`src/rtl/fetch_queue.sv`:
```
// fetch_queue: circular fetch-to-decode instruction queue.
// Holds up to DEPTH fetch blocks (PC, CORE_WIDTH instructions, slot mask).
// Decode always sees the head entry. Slots that are masked off, and every
// slot when the queue is empty, read as NOP_INSTR.
module fetch_queue #(
    parameter int          CORE_WIDTH = 2,
    parameter int          DEPTH      = 4,
    parameter logic [31:0] NOP_INSTR  = 32'h0000_0013
) (
    input  logic                         clk,
    input  logic                         reset,
    input  logic                         flush,
    input  logic                         valid_f,
    output logic                         ready_f,
    input  logic [31:0]                  pc_addr_f,
    input  logic [CORE_WIDTH*32-1:0]     instr_blk_f,
    input  logic [CORE_WIDTH-1:0]        slot_mask_f,
    output logic                         valid_d,
    input  logic                         ready_d,
    output logic [31:0]                  pc_addr_d,
    output logic [CORE_WIDTH*32-1:0]     instr_blk_d,
    output logic [CORE_WIDTH-1:0]        slot_mask_d,
    output logic [$clog2(DEPTH+1)-1:0]   count
);

    localparam int PW = $clog2(DEPTH);
    localparam int CW = $clog2(DEPTH+1);

    // Entry storage is deliberately left unreset; count/pointers gate its visibility.
    logic [31:0]              pc_mem    [DEPTH];
    logic [CORE_WIDTH*32-1:0] instr_mem [DEPTH];
    logic [CORE_WIDTH-1:0]    mask_mem  [DEPTH];

    logic [PW-1:0] wr_ptr, rd_ptr;
    logic          enq, deq, store;

    // ready_f does not look at ready_d, so a full queue never takes a block
    // in the same cycle it frees a slot.
    assign ready_f = (count != CW'(DEPTH));
    assign valid_d = (count != '0);
    assign enq     = valid_f & ready_f & ~flush;
    assign deq     = valid_d & ready_d & ~flush;
    // An all-empty block completes its handshake but is not worth a slot.
    assign store   = enq & (|slot_mask_f);

    // Write the offered block into the tail slot.
    always_ff @(posedge clk) begin
        if (store) begin
            pc_mem[wr_ptr]    <= pc_addr_f;
            instr_mem[wr_ptr] <= instr_blk_f;
            mask_mem[wr_ptr]  <= slot_mask_f;
        end
    end

    // Pointer and occupancy bookkeeping; reset and flush clear identically.
    always_ff @(posedge clk) begin
        if (reset || flush) begin
            wr_ptr <= '0;
            rd_ptr <= '0;
            count  <= '0;
        end else begin
            // DEPTH is a power of two, so natural pointer overflow is the wrap.
            if (store) wr_ptr <= wr_ptr + 1'b1;
            if (deq)   rd_ptr <= rd_ptr + 1'b1;
            case ({store, deq})
                2'b10:   count <= count + 1'b1;
                2'b01:   count <= count - 1'b1;
                default: count <= count;
            endcase
        end
    end

    // Head PC and mask read as zero when nothing is buffered.
    always_comb begin
        pc_addr_d   = '0;
        slot_mask_d = '0;
        if (valid_d) begin
            pc_addr_d   = pc_mem[rd_ptr];
            slot_mask_d = mask_mem[rd_ptr];
        end
    end

    // Per-slot NOP fill. An empty queue has a zero mask, so it is covered here too.
    for (genvar i = 0; i < CORE_WIDTH; i++) begin : g_slot
        assign instr_blk_d[32*i +: 32] = slot_mask_d[i] ? instr_mem[rd_ptr][32*i +: 32]
                                                         : NOP_INSTR;
    end

endmodule

```
`config.mk`:
```
export PLATFORM = sky130hd
export DESIGN_NAME = fetch_queue
export DESIGN_NICKNAME = d
export VERILOG_FILES = /design/src/rtl/fetch_queue.sv
export SDC_FILE = /design/constraint.sdc
export NUM_CORES = 1
export LEC_CHECK = 0
export CAP_MARGIN = 20
export CORE_AREA = 2 2 222 137
export DETAILED_ROUTE_END_ITERATION = 7
export DIE_AREA = 0 0 224 139
export HOLD_SLACK_MARGIN = 0.06
export PLACE_DENSITY = 0.84
export RECOVER_POWER = 25
export SETUP_SLACK_MARGIN = 0.1
export SKIP_LAST_GASP = 1
export SYNTH_ARGS = -nofsm -noshare
export SYNTH_HDL_FRONTEND = slang
export SYNTH_SLANG_ARGS = --single-unit
```
`constraint.sdc`:
```
create_clock -name clk -period 9.1 [get_ports clk]
set_input_delay 0.91 -clock clk [delete_from_list [all_inputs] [get_ports clk]]
set_output_delay 0.91 -clock clk [all_outputs]
set_load 0.1 [all_outputs]
```
Word-level counts from Yosys, hierarchy flattened --
Memories as Yosys holds them, arrays and structs flattened. A register that Yosys moved wholly into a read port is not among the register bits. Cells that the tools add are included.
Word-level totals: bits in writable memories 392, logic and storage cells 36, bits of input ports 103, memories 3, output and inout bits 103, register bits after elaboration 7
Cells by class: multiplexer cells 13, eq/ne operators 3, reductions and logical operators 4, bitwise logic cells 6, add/sub/neg operators 4
Memory list:
- instr_mem | words 4, width 64, rd ports 1, clocked after Yosys merged registers in 1, write ports 1, line 31 | logic [CORE_WIDTH*32-1:0] instr_mem [DEPTH];
- pc_mem | words 4, width 32, rd ports 1, clocked after Yosys merged registers in 1, write ports 1, line 30 | logic [31:0] pc_mem [DEPTH];
- mask_mem | words 4, width 2, rd ports 1, clocked after Yosys merged registers in 1, write ports 1, line 32 | logic [CORE_WIDTH-1:0] mask_mem [DEPTH];
Operators by type and width (count):
- $mux W32 | 3
- $mux W2 | 7
- $pmux W3 S2 | 1
- $and A1 B1 Y1 | 5
- $add A2 B1 Y2 const B | 2
- $add A3 B1 Y3 const B | 1
- $ne A3 B3 Y1 const B | 1
- $reduce_bool A3 Y1 | 1
- $sub A3 B1 Y3 const B | 1
- $eq A2 B1 Y1 const B | 1
- $eq A2 B2 Y1 const B | 1
- $mux W1 | 2
- $reduce_bool A2 Y1 | 1
- $reduce_or A2 Y1 | 1
- $logic_or A1 B1 Y1 | 1
- $not A1 Y1 | 1

Longest topological paths before layout --
word-level depth 6, mapped depth 9, gate-level depth less buffers 9

Worst setup path before layout --
OpenSTA, ideal clock, no wires.
kind register -> register, from reg count[0], to mem instr_mem[0][0] (netlist bit) (enable), period minus slack after synthesis 5.119 ns, library setup time 0.468 ns, setup slack 3.981 ns, cell stages (with the launch flop) 4, buffers on the path 0, arrival time 4.651 ns, path through dfxtp_1 or3b_1 o2111a_1 and2_1
On the way: cells in the longest elaborated chain, start to end 6
RTL lines:
- from (decl) | line 23 | output logic [$clog2(DEPTH+1)-1:0] count
- from (signal assigned) | line 66 | 2'b10: count <= count + 1'b1;
- from (signal assigned) | line 67 | 2'b01: count <= count - 1'b1;
- from (signal assigned) | line 68 | default: count <= count;
- $ne A3 B3 Y1 | line 39 | assign ready_f = (count != CW'(DEPTH));
- net ready_f | line 14 | output logic ready_f,
- $and A1 B1 Y1 (2 in a row) | line 41 | assign enq = valid_f & ready_f & ~flush;
- $and A1 B1 Y1 | line 44 | assign store = enq & (|slot_mask_f);
- $mux W1 | line 48 | if (store) begin
- $mux W1 (not written as such) | line 50 | instr_mem[wr_ptr] <= instr_blk_f;
- to (decl) | line 31
The timed path passes the listed nets, and every way through them passes these cells.

==> results by stage <==
Drt:
- The final routed wirelength across all metal layers is 32.22 mm.
- After detailed routing, the number of vias per cell comes to between 5 and 6.
- Before antenna repair, the detailed router went through 5 iterations.
- The detailed router placed roughly 8300 vias in this run.
- The detailed-route DRC error count is 0.
- For this block, the initial DRC count from the detailed router was approximately 740.
- In this run the remaining antenna-violating nets after routing total 0.
- The wire length per cell after detailed routing is 22.28 µm.

Place:
- The worst setup slack before clock tree synthesis is 4.001 ns.
- The area of placed instances is 0.01807 mm².
- The post-DP HPWL is roughly 19 mm.
- The number of cells in the design after placement is 1377.
- Port buffering added between 200 and 250 buffers.
- The final weighted congestion in routability-driven placement is 0.7472.

Finish:
- The filler cell count in the final layout is 1920.
- The signed area change from the synthesized netlist to the final layout is 22.03%.
- The final instance count without filler cells is 1446.
- The share of final-layout standard cells stronger than drive strength 1 is 15.75%.
- After routing the design area is about 0.019 mm².
- In the layout the commonest cells are sky130_fd_sc_hd__edfxtp_1 (392), sky130_fd_sc_hd__clkdlybuf4s50_1 (146), sky130_fd_sc_hd__nand2_1 (70).
- Leaving out fill and tap cells, the most frequent cell in the layout is sky130_fd_sc_hd__edfxtp_1.
- For this run, the post-layout net count is 1144.

Clocking:
- In this run the post-CTS setup repair buffer count came out at 0.
- For the worst-skew pair, the clock arrives at the later sink with an insertion delay of 0.52 ns.
- The maximum number of buffers from clock root to sink is 3.
- The total clock sinks is 401.
- After clock tree synthesis, the clock-pin slew on the worst setup and hold paths is 0.06 ns.
- Counting the buffers created by CTS gives 37.
- The TritonCTS clock tree is yes.
- The number of gates resized after CTS was 0.
- The hold-fix buffer count after cts is 0.
- The cell sitting at the root of the clock tree is a sky130_fd_sc_hd__clkbuf_16.
- In this run the number of H-tree levels came out at 2.

Floorplan:
- The I/O pin total is slightly above 200.
- The width of the chip is 224 µm.
- Measured along the y axis, the die boundary spans 139 µm.
- The initial utilization of the core area, before any placement, comes to a little over half.
- The core footprint is 0.02924 mm².
- The number of rows created at floorplan is slightly below 50.
- The floorplan step defined a die boundary enclosing 0.03114 mm².

Timing:
- The fmax is 176.1 MHz.
- Setup repair after global routing left no endpoint under its margin.
- Setup violations remaining at the end of the flow were counted as 0.
- The measured slew at the worst slew-check pin is 1.088 ns.
- The number of slew-limit violations in the final report was 0.
- Of the available clock period, the critical path in the final layout requires 62.40%.
- The clock period minus worst slack is around 5.7 ns.
- The largest clock skew in the final design is 0.01394 ns.
- The count of final hold-check violations is 0.
- In this run the tightest slew margin relative to its limit is 27.45%.
- The smallest setup slack after layout is 3.422 ns.
- The sum of negative setup slack is 0 ns.

Global routing:
- Global routing consumed, on the met3 layer, 4.534% of the routing resources.
- The global routing usage on met2 is 33.62%.
- After global routing the overflow that remains totals 0.
- The total routing resource utilization after global routing is 20.67%.
- For this run, global-route usage on met1 was measured as between 20% and 30%.
- The number of antenna violations at the first check in global routing is 8.
- The most heavily used metal layer in global routing is met2.
- The via count of the first global-routing pass was 8624.
- The first global-routing pass estimated 49.40 mm of wire.
- Entering global routing, the biggest net connects 70 pins.

Yosys:
- The number of unique standard cell types used by synthesis is 31.
- The number of nets handed over by synthesis was around 940.
- Sorting the synthesized cells by area gives the leading types as sky130_fd_sc_hd__edfxtp_1 (75%), sky130_fd_sc_hd__mux2_2 (4.6%), sky130_fd_sc_hd__mux4_2 (4.6%).
- Synthesis produced a netlist whose cell count is 834.
- The share of the Yosys chip area taken by registers is 75.68%.
- The mean instance size in the synthesized netlist is 18.94 µm².
- The area fraction of the dominant cell type after synthesis is 74.54%.
- The number of synthesized register bits is 401.
- The post-synth design cell area is 0.01579 mm².
- The number of warnings printed during yosys synthesis is 0.
- The largest area contributor in the netlist is sky130_fd_sc_hd__edfxtp_1.

Worst setup path:
- For the worst setup path, the data arrival time is 4.77 ns.
- The critical register-to-register path startpoint is count[0].
- The critical path crosses 5 cells after its start point.
- In this run the critical register-to-register path is captured at instr_mem[2][3].
- Counting both buffers and inverters, the worst setup path holds a total of 2.
- The start-to-end type of the worst setup path is register to output port.
- The largest single stage delay on the critical path is between 1 and 1.5 ns.
- The element type at the critical path start is a register.
- The worst setup slack for register-to-register paths is between 6 and 7 ns.
- The signal on the critical path passes through buf_4, mux2_4, nand2_2, o32ai_1, clkdlybuf4s50_1.
- In this run the worst path has a maximum fanout of 59.
- On the critical path, the stage with the largest delay is an instance of sky130_fd_sc_hd__clkdlybuf4s50_1.
- The required time at the worst-slack endpoint is just over 8 ns.
- The cell class contributing the biggest share of worst-path delay is buffers and inverters.
- The endpoint type of the worst setup path is an output port.
- The count of cells along the worst register-to-register path is 4.

Min path:
- The worst min-delay path startpoint is rd_ptr[1].
- The count of cells along the worst hold path is 2.
- The kind of path behind the tightest hold check is register to register.

Power:
- The analysis attributes to cell leakage a power of 0.005812 µW.
- The total power draw is 3761 µW.
- IR analysis of the VDD net gives a maximum drop of approximately 0.00014 V.
- The power density over cell area is 195.2 mW/mm².

Outcome:
- The run finished with clean final reports.

Job:
- The max-capacitance violation count is 0.
## layout make-up
class / count / area [µm²] / area share, %
sequential: 401 / 11960 / 62.06
tap: 382 / 478.0 / 2.480
clock inverter: 17 / 187.7 / 0.9739
clock buffer: 47 / 973.4 / 5.051
timing repair buffer: 216 / 2155 / 11.18
antenna: 4 / 10.01 / 0.05194
multi-input combinational: 371 / 3478 / 18.05
inverter: 8 / 30.03 / 0.1558
## power breakdown
part           internal, µW  switching [µW]  leakage [µW]
Combinational          66.6             124       0.00162
Sequential             2050            6.71       0.00363
Clock                   872             642      0.000567
## per-layer routing
metal,up-vias,routed length [µm]
met5,-,13
met4,2,576
met3,59,1988
met2,269,15530
met1,4249,14110
li1,3742,-
## synth_stat cells
cell type,number
sky130_fd_sc_hd__a211oi_1,2
sky130_fd_sc_hd__a21oi_1,3
sky130_fd_sc_hd__and2_1,36
sky130_fd_sc_hd__buf_2,25
sky130_fd_sc_hd__buf_4,9
sky130_fd_sc_hd__buf_6,10
sky130_fd_sc_hd__clkbuf_1,10
sky130_fd_sc_hd__dfxtp_1,9
sky130_fd_sc_hd__edfxtp_1,392
sky130_fd_sc_hd__fa_1,1
sky130_fd_sc_hd__ha_1,5
sky130_fd_sc_hd__inv_1,7
sky130_fd_sc_hd__inv_2,1
sky130_fd_sc_hd__mux2_2,65
sky130_fd_sc_hd__mux2_4,1
sky130_fd_sc_hd__mux2i_1,68
sky130_fd_sc_hd__mux4_2,32
sky130_fd_sc_hd__nand2_1,70
sky130_fd_sc_hd__nand2_2,1
sky130_fd_sc_hd__nor2_1,9
sky130_fd_sc_hd__nor3_4,1
sky130_fd_sc_hd__o2111a_1,1
sky130_fd_sc_hd__o21ai_0,2
sky130_fd_sc_hd__o31ai_1,1
sky130_fd_sc_hd__o32a_1,6
sky130_fd_sc_hd__o32ai_1,58
sky130_fd_sc_hd__or2_1,2
sky130_fd_sc_hd__or2_2,1
sky130_fd_sc_hd__or3_1,2
sky130_fd_sc_hd__or3b_1,1
sky130_fd_sc_hd__xor2_1,3
## tightest hold or removal path, stage by stage, from the launching register on
cell                      delay [ns]
sky130_fd_sc_hd__dfxtp_1        0.30
sky130_fd_sc_hd__o21ai_0        0.06
sky130_fd_sc_hd__a21oi_1        0.08
## state kept, by name, summed over array words and instances (netlist names), named ones only
name and flops:
pc_mem 128, wr_ptr 2, count 3, instr_mem 256, mask_mem 8, rd_ptr 2
## through the flow
stage	utilization [%]	hold slack [ns]
floorplan	-	0.4591
global placement	61.80	0.4736
detailed placement	61.80	0.4761
CTS	65.77	0.4818
global route	65.87	0.5175
finish	65.90	0.4846
## worst max-delay path by stage
stage	end	slack [ns]
finish	instr_blk_d[10]	3.42
global route	instr_blk_d[10]	3.23
CTS	instr_blk_d[10]	3.43
detailed placement	instr_blk_d[10]	4.00
global placement	instr_blk_d[6]	4.19
floorplan	instr_mem[0][0]	3.98
## logic make-up (layout without fill, tap and decap cells)
family / after synthesis / after routing / synth area share, %
other cells: 0 / 4 / 0
simple gates: 123 / 123 / 3.700
mux: 166 / 166 / 13.60
xor+xnor: 3 / 3 / 0.1664
flops: 401 / 401 / 75.68
buf+inv: 62 / 288 / 2.361
fa+ha+maj: 6 / 6 / 0.5229
compound gates: 73 / 73 / 3.969
(Power assumes the default switching activity.)
